`src/rtl/uart_pkg.sv`:
```
// Shared definitions for the UART receiver: default parameters, counter
// widths and the receiver state encoding.
package uart_pkg;

  localparam int OVERSAMPLE_DEF = 8;
  localparam int DATA_BITS_DEF  = 8;

  localparam int TICK_CNT_W = $clog2(OVERSAMPLE_DEF);
  localparam int BIT_CNT_W  = $clog2(DATA_BITS_DEF);

  // Receiver states, kept as plain constants so older tooling can read them.
  typedef logic [2:0] state_t;
  localparam state_t ST_IDLE   = 3'd0;
  localparam state_t ST_START  = 3'd1;
  localparam state_t ST_DATA   = 3'd2;
  localparam state_t ST_PARITY = 3'd3;
  localparam state_t ST_STOP   = 3'd4;
  localparam state_t ST_BREAK  = 3'd5;

endpackage

```
`src/rtl/uart_rx_sync.sv`:
```
// Two-flop synchroniser for the serial line; both stages reset to the idle
// level (1) so reset never looks like a start bit.
module uart_rx_sync (
  input  logic clk,
  input  logic rst,
  input  logic d,
  output logic q
);

  logic meta;

  // NOTE: non-blocking assignments make meta->q a real two-stage pipeline;
  // blocking ones here would collapse it into a single flop.
  always_ff @(posedge clk) begin
    if (rst) begin
      meta <= 1'b1;
      q    <= 1'b1;
    end else begin
      meta <= d;
      q    <= meta;
    end
  end

endmodule

```
`src/rtl/uart_rx_core.sv`:
```
// 8N1 UART receiver, oversampled by baud_tick, writing good bytes to a FIFO.
// Define UART_RX_PARITY_EN to expect an even-parity bit and add parity_err.
module uart_rx_core
  import uart_pkg::*;
#(
  parameter int OVERSAMPLE = OVERSAMPLE_DEF,
  parameter int DATA_BITS  = DATA_BITS_DEF
) (
  input  logic                 clk,
  input  logic                 rst,
  input  logic                 baud_tick,
  input  logic                 rx_wire,
  input  logic                 data_in_full,
  output logic [DATA_BITS-1:0] data_in,
  output logic                 data_in_write,
  output logic                 framing_err,
`ifdef UART_RX_PARITY_EN
  output logic                 parity_err,
`endif
  output logic                 overrun_err
);

  localparam int TICK_W = (OVERSAMPLE > 1) ? $clog2(OVERSAMPLE) : 1;
  localparam int BIT_W  = (DATA_BITS > 1) ? $clog2(DATA_BITS) : 1;

  localparam logic [TICK_W-1:0] HALF_LAST = TICK_W'(OVERSAMPLE / 2 - 1);
  localparam logic [TICK_W-1:0] FULL_LAST = TICK_W'(OVERSAMPLE - 1);
  localparam logic [BIT_W-1:0]  BIT_LAST  = BIT_W'(DATA_BITS - 1);

  logic                 rx_s;
  state_t               state;
  logic [TICK_W-1:0]    tick_cnt;
  logic [BIT_W-1:0]     bit_cnt;
  logic [DATA_BITS-1:0] shreg;
  logic                 parity_ok;

  uart_rx_sync u_sync (
    .clk (clk),
    .rst (rst),
    .d   (rx_wire),
    .q   (rx_s)
  );

`ifdef UART_RX_PARITY_EN
  logic parity_bad;
  assign parity_ok = ~parity_bad;
`else
  assign parity_ok = 1'b1;
`endif

  // NOTE: the shift register is reset along with the control state so a
  // frame cut by reset leaves nothing behind for the next frame.
  always_ff @(posedge clk) begin
    if (rst) begin
      state         <= ST_IDLE;
      tick_cnt      <= '0;
      bit_cnt       <= '0;
      shreg         <= '0;
      data_in       <= '0;
      data_in_write <= 1'b0;
      framing_err   <= 1'b0;
      overrun_err   <= 1'b0;
`ifdef UART_RX_PARITY_EN
      parity_bad    <= 1'b0;
      parity_err    <= 1'b0;
`endif
    end else begin
      // Strobes are one clk wide regardless of the tick rate.
      data_in_write <= 1'b0;
      framing_err   <= 1'b0;
      overrun_err   <= 1'b0;
`ifdef UART_RX_PARITY_EN
      parity_err    <= 1'b0;
`endif
      if (baud_tick) begin
        case (state)
          ST_IDLE: begin
            if (!rx_s) begin
              tick_cnt <= '0;
              state    <= ST_START;
            end
          end
          ST_START: begin
            if (tick_cnt == HALF_LAST) begin
              tick_cnt <= '0;
              bit_cnt  <= '0;
              state    <= rx_s ? ST_IDLE : ST_DATA;
            end else begin
              tick_cnt <= tick_cnt + 1'b1;
            end
          end
          ST_DATA: begin
            if (tick_cnt == FULL_LAST) begin
              tick_cnt <= '0;
              shreg    <= DATA_BITS'({rx_s, shreg} >> 1);
              if (bit_cnt == BIT_LAST) begin
`ifdef UART_RX_PARITY_EN
                state <= ST_PARITY;
`else
                state <= ST_STOP;
`endif
              end else begin
                bit_cnt <= bit_cnt + 1'b1;
              end
            end else begin
              tick_cnt <= tick_cnt + 1'b1;
            end
          end
`ifdef UART_RX_PARITY_EN
          ST_PARITY: begin
            if (tick_cnt == FULL_LAST) begin
              tick_cnt   <= '0;
              parity_bad <= rx_s ^ (^shreg);
              state      <= ST_STOP;
            end else begin
              tick_cnt <= tick_cnt + 1'b1;
            end
          end
`endif
          ST_STOP: begin
            if (tick_cnt == FULL_LAST) begin
              tick_cnt <= '0;
`ifdef UART_RX_PARITY_EN
              parity_err <= parity_bad;
`endif
              if (!rx_s) begin
                framing_err <= 1'b1;
                state       <= ST_BREAK;
              end else begin
                // Back to IDLE at mid-stop so a start bit half a bit later is seen.
                state <= ST_IDLE;
                if (parity_ok) begin
                  if (data_in_full) begin
                    overrun_err <= 1'b1;
                  end else begin
                    data_in       <= shreg;
                    data_in_write <= 1'b1;
                  end
                end
              end
            end else begin
              tick_cnt <= tick_cnt + 1'b1;
            end
          end
          ST_BREAK: begin
            if (rx_s) state <= ST_IDLE;
          end
          default: state <= ST_IDLE;
        endcase
      end
    end
  end

endmodule

```
`config.mk`:
```
export PLATFORM = sky130hd
export DESIGN_NAME = uart_rx_core
export DESIGN_NICKNAME = d
export VERILOG_FILES = /design/src/rtl/uart_pkg.sv /design/src/rtl/uart_rx_sync.sv /design/src/rtl/uart_rx_core.sv
export SDC_FILE = /design/constraint.sdc
export NUM_CORES = 1
export LEC_CHECK = 0
export BUFFER_PORTS_ARGS = -buffer_cell sky130_fd_sc_hd__buf_2
export CAP_MARGIN = 20
export CORE_ASPECT_RATIO = 1.25
export CORE_MARGIN = 2
export CORE_UTILIZATION = 50
export CTS_CLUSTER_SIZE = 30
export DETAILED_ROUTE_END_ITERATION = 10
export PLACE_DENSITY_LB_ADDON = 0.12
export SYNTH_ARGS = -nofsm -noshare
export SYNTH_HDL_FRONTEND = slang
export SYNTH_SLANG_ARGS = --single-unit
export TNS_END_PERCENT = 30
```
`constraint.sdc`:
```
create_clock -name clk -period 1.8 [get_ports clk]
set_clock_uncertainty 0.05 [all_clocks]
set_input_delay 0.09 -clock clk [delete_from_list [all_inputs] [get_ports clk]]
set_output_delay 0.09 -clock clk [all_outputs]
set_load 0.03 [all_outputs]
```
==> out/results.md, run 1 <==
| Stage | Parameter | Value |
|:---|:---|:---|
| drt | Total via count in the routed design | 1,079 |
| final layout | Number of inserted diodes | 0 |
| synthesis | Commonest register cell after synthesis | sky130_fd_sc_hd__dfxtp_1 |
| sta | Actual transition at the worst max-transition pin | 515 ps |
| worst setup path | Origin of the worst setup path | tick_cnt[1]$_SDFFE_PP0P_ |
| synthesis | Cell accounting for the most synthesized area | sky130_fd_sc_hd__dfxtp_1 |
| cts | Num CTS Buffers | 5 |
| global routing | GRT overflow | 0 |
| power and ir drop | Max IR drop VDD | 0.000679 V |
| worst setup path | Number of buffer and inverter instances along the worst setup path | 0 |
| cts | CTS tree | built |
| sta | Number of failing hold endpoints at the final stage | 0 |
| sta | Worst-case headroom to the max-slew limit | 0.657 |
| synthesis | Post-Synthesis Cell Area | 1340 sq um |
| die | Total die area | 3110 sq um |
| die | Std cell rows | 21 |
| synthesis | Fraction of synthesized cell area taken by the top area cell type | 0.448 |
| worst setup path | Crit path max-delay family | compound AO/OA/AOI/OAI gates |
| final layout | Layout net count | 180 |
| drt | DR pass1 iterations | 4 |
| worst setup path | Delay of the slowest critical-path stage | 420 ps |
| die | I/O Pins | 16 |
| cts | Clock latency reported for the late side of the worst-skew pair | 330 ps |
| worst setup path | Data arrival at the endpoint of the critical path | 1910 ps |
| synthesis | Total of warnings raised by yosys | 0 |
| global routing | Overall track demand over capacity in global routing | 0.176 |
| die | Die height | 61.9 um |
| sta | Minimum period implied by the final worst setup slack | 1740 ps |
| global routing | Vias in the first global route | 980 |
| cts | Total number of H-tree levels | 2 |
| synthesis | Post-synth cell types | 31 |
| sta | Final count of pins violating max slew | 0 |
| worst setup path | Standard cell with the maximum stage delay on the critical path | sky130_fd_sc_hd__a2111o_1 |
| placed design | IO Port Bufs | 15 |
| final layout | Area Overhead vs Synth | 21.2% |
| drt | DRC violation total after the first TritonRoute iteration | 13 |
| worst setup path | Largest fanout of any net on the critical path | 4 |
| die | Width of the die | 50.3 um |
| power and ir drop | Static leakage | 0.000738 uW |
| drt | Detailed-route DRC error count | 0 |
| flow run | Number of maximum-capacitance violations | 0 |
| global routing | Maximum number of pins on one net before global-route repair | 33 |
| die | Initial core utilization | 0.510 |
| worst setup path | Kind of critical path | reg2reg |
| final layout | Post-route cell area | 1620 sq um |
| synthesis | Post-synthesis async set-or-reset flop share | 0 |
| synthesis | Instance count of the mapped netlist | 140 |
| worst setup path | Critical path startpoint category | flip-flop |
| synthesis | Number of flops mapped to enable cells by yosys | 0 |
| worst setup path | Reg2reg start | tick_cnt[1]$_SDFFE_PP0P_ |
| cts | TritonCTS Sinks | 30 |
| cts | Number of buffers on the longest clock path | 2 |
| worst setup path | Required time of the critical path | 1960 ps |
| synthesis | Synthesized flop and latch total | 30 |
| status | Run status | complete, no violations |
| worst setup path | Cells along the critical path | ha_4, nor2b_1, o221ai_1, a2111o_1, mux2_1 |
| placed design | Hpwl dp | 1810 um |
| global routing | Global-route wire length before repair | 4060 um |
| sta | Count of endpoints failing setup in the final report | 0 |
| final layout | Final core utilization | 0.618 |
| placed design | Post-DP Area | 1520 sq um |
| worst setup path | Endpoint kind of the worst setup timing path | flip-flop |
| drt | Post-route ant nets | 0 |
| final layout | Share of post-route cells with drive strength above 1 | 0.257 |
| synthesis | Sequential area share after synthesis | 0.448 |
| drt | Routed WL | 2580 um |
| hold path | Worst Hold Launch | baud_tick |
| synthesis | Cells taking the most area after synthesis | sky130_fd_sc_hd__dfxtp_1 (45%), sky130_fd_sc_hd__mux2i_1 (16%), sky130_fd_sc_hd__nand2b_1 (6.5%) |
| power and ir drop | Total power divided by cell area | 713 nW/um^2 |
| sta | Period utilisation layout | 0.968 |
| hold path | Class of the worst hold path | in2reg |
| drt | Routed length per placed instance | 12.6 um |
| synthesis | Nets in the synthesized netlist | 150 |
| synthesis | Post-synthesis area per instance | 9.57 sq um |
| die | Std-Cell Core Area | 2630 sq um |
| sta | Highest Clock Rate | 574 MHz |
| drt | Via/cell ratio | 5.26 |
| global routing | Antenna violations before repair | 0 |
| synthesis | Most repeated cell in the gate-level netlist after synthesis | sky130_fd_sc_hd__dfxtp_1 |
| cts | Clock slew seen by the registers of the worst setup and hold paths | 110 ps |
| placed design | Global placement routability congestion | 0.832 |
| cts | Clk root buf | sky130_fd_sc_hd__clkbuf_4 |
| synthesis | Post-synth top cells | sky130_fd_sc_hd__dfxtp_1 (30), sky130_fd_sc_hd__mux2i_1 (21), sky130_fd_sc_hd__nor2_1 (20), sky130_fd_sc_hd__nand2b_1 (14), sky130_fd_sc_hd__nand2_1 (9) |
path summary, 6_finish.rpt:
check	endpoint	slack (ps)	depth (start not counted)
hold reg to reg	u_sync.q$_SDFF_PP1_	360	1
hold / removal	tick_cnt[1]$_SDFFE_PP0P_	20	3
setup reg to reg	state[0]$_SDFFE_PP0P_	60	5
setup / recovery	state[0]$_SDFFE_PP0P_	60	5
area by class of cell:
type / instances / area [sq um]
inverter: 2 / 7.51
clock buffer: 7 / 55.1
tap: 34 / 42.5
timing repair buffer: 30 / 196
clock inverter: 1 / 5.00
multi-input combinational: 101 / 712
fill: 250 / 1000
sequential: 30 / 606
through the flow:
step                total power, uW  hold WS (ps)  std cells  TNS, ps  setup slack (ps)
finish                         1160          20.2        205        0              57.4
global route                   1200          32.6        205    -26.9             -17.8
CTS                            1170          12.1        204        0              23.3
detailed placement              748           232        194        0              15.9
global placement                747           234        194        0              57.5
floorplan                       725           144        140        0              57.1
worst reg2reg max path, delay by kind of cell (launching register included):
family,cells,cell delay (ps)
mux,1,320
fa+ha+maj,1,150
simple gates,1,140
flops,1,370
compound gates,2,600
power by group:
group	internal, uW	switching [uW]	leakage (uW)	total [uW]
Clock	189	231	0.0000353	420
Combinational	30.4	32.5	0.000458	62.9
Sequential	669	6.26	0.000244	675
Total	888	269	0.000738	1160
kinds of logic (layout without fill, tap and decap cells):
kind of cell | count (synthesis) | after routing | synth area share
AND/OR/NAND/NOR | 60 | 60 | 0.240
AO/OA/AOI/OAI | 14 | 14 | 0.0700
multiplexers | 22 | 22 | 0.165
flip-flops | 30 | 30 | 0.448
buffers and inverters | 9 | 40 | 0.0299
adder cells (fa/ha/maj) | 5 | 5 | 0.0467
registers in the layout, summed over array words and instances (netlist names):
| name | cells |
|---|---|
| u_sync.q | 1 |
| shreg | 8 |
| overrun_err | 1 |
| bit_cnt | 3 |
| tick_cnt | 3 |
| state | 3 |
| data_in_write | 1 |
| framing_err | 1 |
| data_in | 8 |
| u_sync.meta | 1 |
repair_timing:
item / 4_1_cts / 5_1_grt
setup buffers: 0 / 1
endpoints found under the hold margin: 3 / 0
hold buffers: 2 / 0
setup endpoints to repair: 6 / 10
resized for setup: 2 / 5
per-layer routing:
metal	vias to the layer above	track usage	part of all wire	wire (um)
met2	14	0.308	0.51	1310
met1	518	0.193	0.44	1130
met4	0	0.100	0.022	56
li1	542	-	-	-
met3	5	0.0550	0.032	83
met5	-	0	0	0
layout by cell type (no fill, tap or decap), types with 2 or more instances in the layout:
| master | count |
|---|---|
| sky130_fd_sc_hd__inv_1 | 2 |
| sky130_fd_sc_hd__clkbuf_4 | 5 |
| sky130_fd_sc_hd__nor3b_1 | 2 |
| sky130_fd_sc_hd__dfxtp_1 | 26 |
| sky130_fd_sc_hd__nand4b_1 | 2 |
| sky130_fd_sc_hd__buf_2 | 15 |
| sky130_fd_sc_hd__a21oi_1 | 4 |
| sky130_fd_sc_hd__or2_2 | 3 |
| sky130_fd_sc_hd__mux2i_1 | 21 |
| sky130_fd_sc_hd__dlygate4sd3_1 | 2 |
| sky130_fd_sc_hd__ha_1 | 4 |
| sky130_fd_sc_hd__nor2_1 | 20 |
| sky130_fd_sc_hd__nor2b_1 | 2 |
| sky130_fd_sc_hd__buf_4 | 12 |
| sky130_fd_sc_hd__o21ai_0 | 3 |
| sky130_fd_sc_hd__nand2_1 | 9 |
| sky130_fd_sc_hd__or4_1 | 3 |
| sky130_fd_sc_hd__nand2b_1 | 14 |
| sky130_fd_sc_hd__dfxtp_2 | 4 |
No activity file was read; power rests on OpenSTA's default activity.
==> run 2, diff against run 1 <==
--- a/config.mk
+++ b/config.mk
@@ -9,7 +9,7 @@
 export CAP_MARGIN = 20
 export CORE_ASPECT_RATIO = 1.25
 export CORE_MARGIN = 2
-export CORE_UTILIZATION = 50
+export CORE_UTILIZATION = 60
 export CTS_CLUSTER_SIZE = 30
 export DETAILED_ROUTE_END_ITERATION = 10
 export PLACE_DENSITY_LB_ADDON = 0.12
==> constraint.sdc (replaced) <==
create_clock -name clk -period 2.1 [get_ports clk]
set_clock_uncertainty 0.05 [all_clocks]
set_input_delay 0.105 -clock clk [delete_from_list [all_inputs] [get_ports clk]]
set_output_delay 0.105 -clock clk [all_outputs]
set_load 0.03 [all_outputs]
==> run 2 against run 1 <==
Compared with the run above: via count down 7.2%; sequential cell count unchanged; sequential share of layout area up 2.7 points; cell count down 7.3%; total power down 20%; die area down 16%; non-clock buffer count down 11; utilization up 7.6 points; setup slack better by 100 ps; sequential power down 14%.
==> out/results.md, run 2 (synthesized netlist as in run 1, its figures left out) <==
| Stage | Parameter | Value |
|:---|:---|:---|
| status | Run status | complete, no violations |
| die | Die height | 56.8 um |
| final layout | Final core utilization | 0.694 |
| sta | Highest Clock Rate | 515 MHz |
| worst setup path | Required time of the critical path | 2230 ps |
| die | Std-Cell Core Area | 2160 sq um |
| drt | Via/cell ratio | 5.27 |
| worst setup path | Data arrival at the endpoint of the critical path | 2080 ps |
| drt | Post-route ant nets | 0 |
| worst setup path | Cells along the critical path | ha_1, nand3_1, or4_1, mux2i_1, nor2_1 |
| global routing | Vias in the first global route | 960 |
| cts | Num CTS Buffers | 5 |
| cts | CTS tree | built |
| global routing | Antenna violations before repair | 0 |
| final layout | Highest-count cells in the layout ignoring fill and taps | sky130_fd_sc_hd__dfxtp_1 (30), sky130_fd_sc_hd__mux2i_1 (21), sky130_fd_sc_hd__nor2_1 (20) |
| worst setup path | Cell depth of the worst flop-to-flop path | 5 |
| die | Width of the die | 46.3 um |
| final layout | Largest registers | data_in x8, shreg x8 |
| placed design | IO Port Bufs | 15 |
| die | Initial core utilization | 0.619 |
| drt | Routed length per placed instance | 12.9 um |
| hold path | Hold-critical path depth | 3 |
| die | Std cell rows | 19 |
| drt | DR pass1 iterations | 4 |
| cts | Clock latency reported for the late side of the worst-skew pair | 320 ps |
| cts | Number of setup buffers added after CTS | 0 |
| placed design | Global placement routability congestion | 0.893 |
| sta | Final count of pins violating max slew | 0 |
| cts | Total number of H-tree levels | 2 |
| final layout | Layout net count | 169 |
| drt | Detailed-route DRC error count | 0 |
| cts | Number of buffers on the longest clock path | 2 |
| cts | Hold-fix buffers, CTS | 2 |
| placed design | Hpwl dp | 1700 um |
| die | Total die area | 2630 sq um |
| sta | Worst-case headroom to the max-slew limit | 0.655 |
| worst setup path | Endpoint kind of the worst setup timing path | flip-flop |
| sta | Minimum period implied by the final worst setup slack | 1940 ps |
| sta | Period utilisation layout | 0.925 |
| drt | Routed WL | 2450 um |
| worst setup path | Kind of critical path | reg2reg |
| drt | Total via count in the routed design | 1,001 |
| sta | Count of endpoints failing setup in the final report | 0 |
| final layout | Commonest non-fill, non-tap cell in the layout | sky130_fd_sc_hd__dfxtp_1 |
| global routing | Maximum number of pins on one net before global-route repair | 33 |
| power and ir drop | Static leakage | 0.000672 uW |
| cts | Clk root buf | sky130_fd_sc_hd__clkbuf_4 |
| final layout | Number of inserted diodes | 0 |
| hold path | Class of the worst hold path | in2reg |
| cts | Clock slew seen by the registers of the worst setup and hold paths | 90 ps |
| power and ir drop | Total power divided by cell area | 613 nW/um^2 |
| final layout | Share of post-route cells with drive strength above 1 | 0.164 |
| cts | TritonCTS Sinks | 30 |
| cts | CTS-repair resized insts | 0 |
| die | I/O Pins | 16 |
| flow run | Number of maximum-capacitance violations | 0 |
| worst setup path | Standard cell with the maximum stage delay on the critical path | sky130_fd_sc_hd__or4_1 |
| final layout | Count of filler cells inserted in the layout | 170 |
| drt | DRC violation total after the first TritonRoute iteration | 22 |
| worst setup path | Largest fanout of any net on the critical path | 8 |
| sta | Actual transition at the worst max-transition pin | 515 ps |
| sta | Unrepaired setup endpoints after global routing | false |
| worst setup path | Critical path startpoint category | flip-flop |
| global routing | GRT overflow | 0 |
| final layout | Area Overhead vs Synth | 12.0% |
| sta | Total Negative Setup Slacks | 0 ps |
| power and ir drop | Max IR drop VDD | 0.000506 V |
| global routing | Overall track demand over capacity in global routing | 0.220 |
| sta | Number of failing hold endpoints at the final stage | 0 |
| worst setup path | Delay of the slowest critical-path stage | 760 ps |
| global routing | Global-route wire length before repair | 4090 um |
==> run 2: cell count changes in the layout (fill, tap and decap cells not counted), sizes merged <==
cell / previous run / this run
buf: 28 / 17
clkinv: 1 / 0
==> run 2: where the power goes <==
group | switching [uW] | internal, uW
logic | 23.6 | 19.3
registers | 7.44 | 573
clock network | 172 | 126
==> run 2: metrics by stage <==
stage          power (uW)  hold WS [ps]  cell area, sq um  cells  setup slack, ps
6_report              921          59.9              1500    190              157
2_1_floorplan         621           159              1340    140              357
5_1_grt               961          48.8              1500    190             44.7
3_3_place_gp          631           240              1440    181              219
3_5_place_dp          633           243              1440    181              184
4_1_cts               933          44.4              1500    190              158
==> run 2: layout make-up <==
cell class                      count  area (sq um)  share of cell area
Tap cell                           31          38.8              0.0258
Sequential cell                    30           601               0.400
Timing Repair Buffer               19           110              0.0733
Clock buffer                        7          45.0              0.0300
Multi-Input combinational cell    101           699               0.466
Inverter                            2          7.51             0.00500
==> run 2: critical path, delay by kind of cell (launching register included) <==
kind | cells | cell delay, ps
adders and majority gates | 1 | 220
DFF | 1 | 380
and+or+nand+nor | 3 | 920
muxes | 1 | 240
==> run 2: layer usage <==
| metal | up-vias | GRT usage | wire length (um) |
|---|---|---|---|
| li1 | 522 | - | - |
| met1 | 461 | 0.252 | 1040 |
| met2 | 14 | 0.355 | 1270 |
| met3 | 4 | 0.0675 | 89 |
| met4 | 0 | 0.110 | 51 |
| met5 | - | 0 | 0 |
==> run 2: path summary, 6_finish.rpt <==
kind / from / slack [ps] / endpoint
max: tick_cnt[0]$_SDFFE_PP0P_ / 160 / data_in[6]$_SDFFE_PP0P_
min: baud_tick / 60 / tick_cnt[2]$_SDFFE_PP0P_
max reg2reg: tick_cnt[0]$_SDFFE_PP0P_ / 160 / data_in[6]$_SDFFE_PP0P_
min reg2reg: u_sync.meta$_SDFF_PP1_ / 370 / u_sync.q$_SDFF_PP1_
==> run 3, diff against run 2 <==
--- a/config.mk
+++ b/config.mk
@@ -13,6 +13,8 @@
 export CTS_CLUSTER_SIZE = 30
 export DETAILED_ROUTE_END_ITERATION = 10
 export PLACE_DENSITY_LB_ADDON = 0.12
+export RECOVER_POWER = 25
+export SLEW_MARGIN = 20
 export SYNTH_ARGS = -nofsm -noshare
 export SYNTH_HDL_FRONTEND = slang
 export SYNTH_SLANG_ARGS = --single-unit
==> run 3 against run 2 <==
Compared with the run above: routed wire length is 0.78% lower; die area stayed put; cell count stayed put; clock power hardly changed; hold slack hardly changed; sequential power hardly changed; utilization is 0.46 points lower; register-to-register slack hardly changed; sequential cell count stayed put; cell area is 0.67% lower; non-clock buffer count stayed put; critical path depth stayed put; critical path type unchanged; largest power group unchanged.
==> out/results.md, run 3 (synthesized netlist as in run 1, its figures left out) <==
| Stage | Parameter | Value |
|:---|:---|:---|
| sta | Unrepaired setup endpoints after global routing | false |
| sta | Count of endpoints failing setup in the final report | 0 |
| worst setup path | Delay of the slowest critical-path stage | 760 ps |
| worst setup path | Kind of critical path | reg2reg |
| global routing | Antenna violations before repair | 0 |
| placed design | IO Port Bufs | 15 |
| die | Total die area | 2630 sq um |
| power and ir drop | Flop pwr share | 0.631 |
| power and ir drop | Max IR drop VDD | 0.000505 V |
| sta | Minimum period implied by the final worst setup slack | 1940 ps |
| drt | Routed WL | 2430 um |
| worst setup path | Required time of the critical path | 2230 ps |
| worst setup path | Cell depth of the worst flop-to-flop path | 5 |
| sta | Highest Clock Rate | 516 MHz |
| drt | DR pass1 iterations | 4 |
| cts | Number of buffers on the longest clock path | 2 |
| sta | Worst hold margin | 59.8 ps |
| final layout | Commonest non-fill, non-tap cell in the layout | sky130_fd_sc_hd__dfxtp_1 |
| power and ir drop | Cell-internal power | 718 uW |
| cts | Clock latency reported for the late side of the worst-skew pair | 320 ps |
| worst setup path | Reg2reg start | tick_cnt[0]$_SDFFE_PP0P_ |
| power and ir drop | Logic pwr share | 0.046 |
| worst setup path | Critical path startpoint category | flip-flop |
| placed design | Global placement routability congestion | 0.893 |
| power and ir drop | P_sw | 202 uW |
| worst setup path | Data arrival at the endpoint of the critical path | 2070 ps |
| placed design | Total placed cells including tap cells | 181 |
| drt | Post-route ant nets | 0 |
| power and ir drop | Clock share of power | 0.323 |
| die | Initial core utilization | 0.619 |
| final layout | Largest registers | data_in x8, shreg x8 |
| die | Width of the die | 46.3 um |
| placed design | Post-DP Area | 1440 sq um |
| worst setup path | Worst reg2reg setup slack | 160 ps |
| die | Std-Cell Core Area | 2160 sq um |
| power and ir drop | Power, Total | 920 uW |
| worst setup path | Endpoint kind of the worst setup timing path | flip-flop |
| final layout | Number of inserted diodes | 0 |
| global routing | Maximum number of pins on one net before global-route repair | 33 |
| final layout | Post-route cell area | 1490 sq um |
| hold path | Worst hold path endpoint | tick_cnt[2]$_SDFFE_PP0P_ |
| power and ir drop | Switching Share | 0.220 |
| hold path | Hold-critical path depth | 3 |
| drt | Via/cell ratio | 5.30 |
| hold path | Class of the worst hold path | in2reg |
| worst setup path | Worst reg2reg endpoint | data_in[6]$_SDFFE_PP0P_ |
| die | Die height | 56.8 um |
| global routing | Overall track demand over capacity in global routing | 0.220 |
| cts | Total number of H-tree levels | 2 |
| worst setup path | Cells along the critical path | ha_1, nand3_1, or4_1, mux2i_1, nor2_1 |
| cts | Clock slew seen by the registers of the worst setup and hold paths | 90 ps |
| hold path | Worst Hold Launch | baud_tick |
| cts | TritonCTS Sinks | 30 |
| sta | Actual transition at the worst max-transition pin | 516 ps |
| cts | Num CTS Buffers | 5 |
| cts | Clk root buf | sky130_fd_sc_hd__clkbuf_4 |
| worst setup path | Standard cell with the maximum stage delay on the critical path | sky130_fd_sc_hd__or4_1 |
| global routing | Vias in the first global route | 960 |
| final layout | Final cell count without fillers | 190 |
| global routing | GRT overflow | 0 |
| final layout | Highest-count cells in the layout ignoring fill and taps | sky130_fd_sc_hd__dfxtp_1 (30), sky130_fd_sc_hd__mux2i_1 (21), sky130_fd_sc_hd__nor2_1 (20) |
| drt | Routed length per placed instance | 12.8 um |
| drt | Detailed-route DRC error count | 0 |
| drt | Total via count in the routed design | 1,007 |
| worst setup path | Largest fanout of any net on the critical path | 8 |
| power and ir drop | Static leakage | 0.000637 uW |
| status | Run status | complete, no violations |
| sta | Number of failing hold endpoints at the final stage | 0 |
| placed design | Hpwl dp | 1700 um |
| drt | DRC violation total after the first TritonRoute iteration | 25 |
| sta | Worst-case headroom to the max-slew limit | 0.655 |
| die | Std cell rows | 19 |
| sta | Period utilisation layout | 0.922 |
| global routing | Global-route wire length before repair | 4090 um |
| flow run | Number of maximum-capacitance violations | 0 |
| final layout | Area Overhead vs Synth | 11.3% |
| sta | Total Negative Setup Slacks | 0 ps |
| power and ir drop | Total power divided by cell area | 617 nW/um^2 |
| final layout | Layout net count | 169 |
| cts | CTS tree | built |
| final layout | Share of post-route cells with drive strength above 1 | 0.113 |
| sta | Final count of pins violating max slew | 0 |
| die | I/O Pins | 16 |
## run 3: changes by cell type in the layout (fill, tap and decap cells not counted), sizes merged
cell    previous run  this run
buf               17         9
clkbuf             7        15
## run 3: layer usage
metal,part of all wire,global-route usage,up-vias
li1,-,-,524
met3,0.035,0.0675,4
met1,0.43,0.252,465
met4,0.021,0.110,0
met2,0.52,0.355,14
met5,0,0,-
## run 3: cell type report
cell class	count	area, sq um
multi-input cells	101	699
fillers	177	672
repair buffers	19	100
clock buffers	7	45.0
inverters	2	7.51
well taps	31	38.8
flip-flops and latches	30	601
## run 3: worst max path at each step
stage / endpoint / from / slack [ps] / cells past startpoint
floorplan: state[0]$_SDFFE_PP0P_ / tick_cnt[0]$_SDFFE_PP0P_ / 360 / 5
global placement: data_in[6]$_SDFFE_PP0P_ / tick_cnt[0]$_SDFFE_PP0P_ / 220 / 5
detailed placement: data_in[4]$_SDFFE_PP0P_ / tick_cnt[0]$_SDFFE_PP0P_ / 180 / 5
CTS: data_in[6]$_SDFFE_PP0P_ / tick_cnt[0]$_SDFFE_PP0P_ / 160 / 5
global route: data_in[4]$_SDFFE_PP0P_ / tick_cnt[0]$_SDFFE_PP0P_ / 40 / 5
finish: data_in[6]$_SDFFE_PP0P_ / tick_cnt[0]$_SDFFE_PP0P_ / 160 / 5
## run 3: through the flow
| stage | setup slack [ps] | utilization |
|---|---|---|
| after CTS | 158 | 0.694 |
| after global routing | 44.7 | 0.689 |
| final | 164 | 0.689 |
| after floorplan | 357 | - |
| after global placement | 219 | 0.664 |
| after detailed placement | 184 | 0.664 |
## run 3: critical path: cells and delay by family (launching register included)
kind	cells	cell delay (ps)
and+or+nand+nor	3	910
DFF	1	380
muxes	1	240
adders and majority gates	1	220
## run 3: repair_timing
item	in CTS	in global routing
buffers inserted	0	0
hold endpoints to repair	3	0
resized for setup	0	0
hold buffers	2	0
## run 3: power by group through the flow
stage          clock (uW)  combinational [uW]  sequential, uW
3_5_place_dp            0                39.4             594
3_3_place_gp            0                38.3             593
5_1_grt               332                47.4             581
2_1_floorplan           0                32.4             589
6_report              297                42.8             580
4_1_cts               310                42.5             580
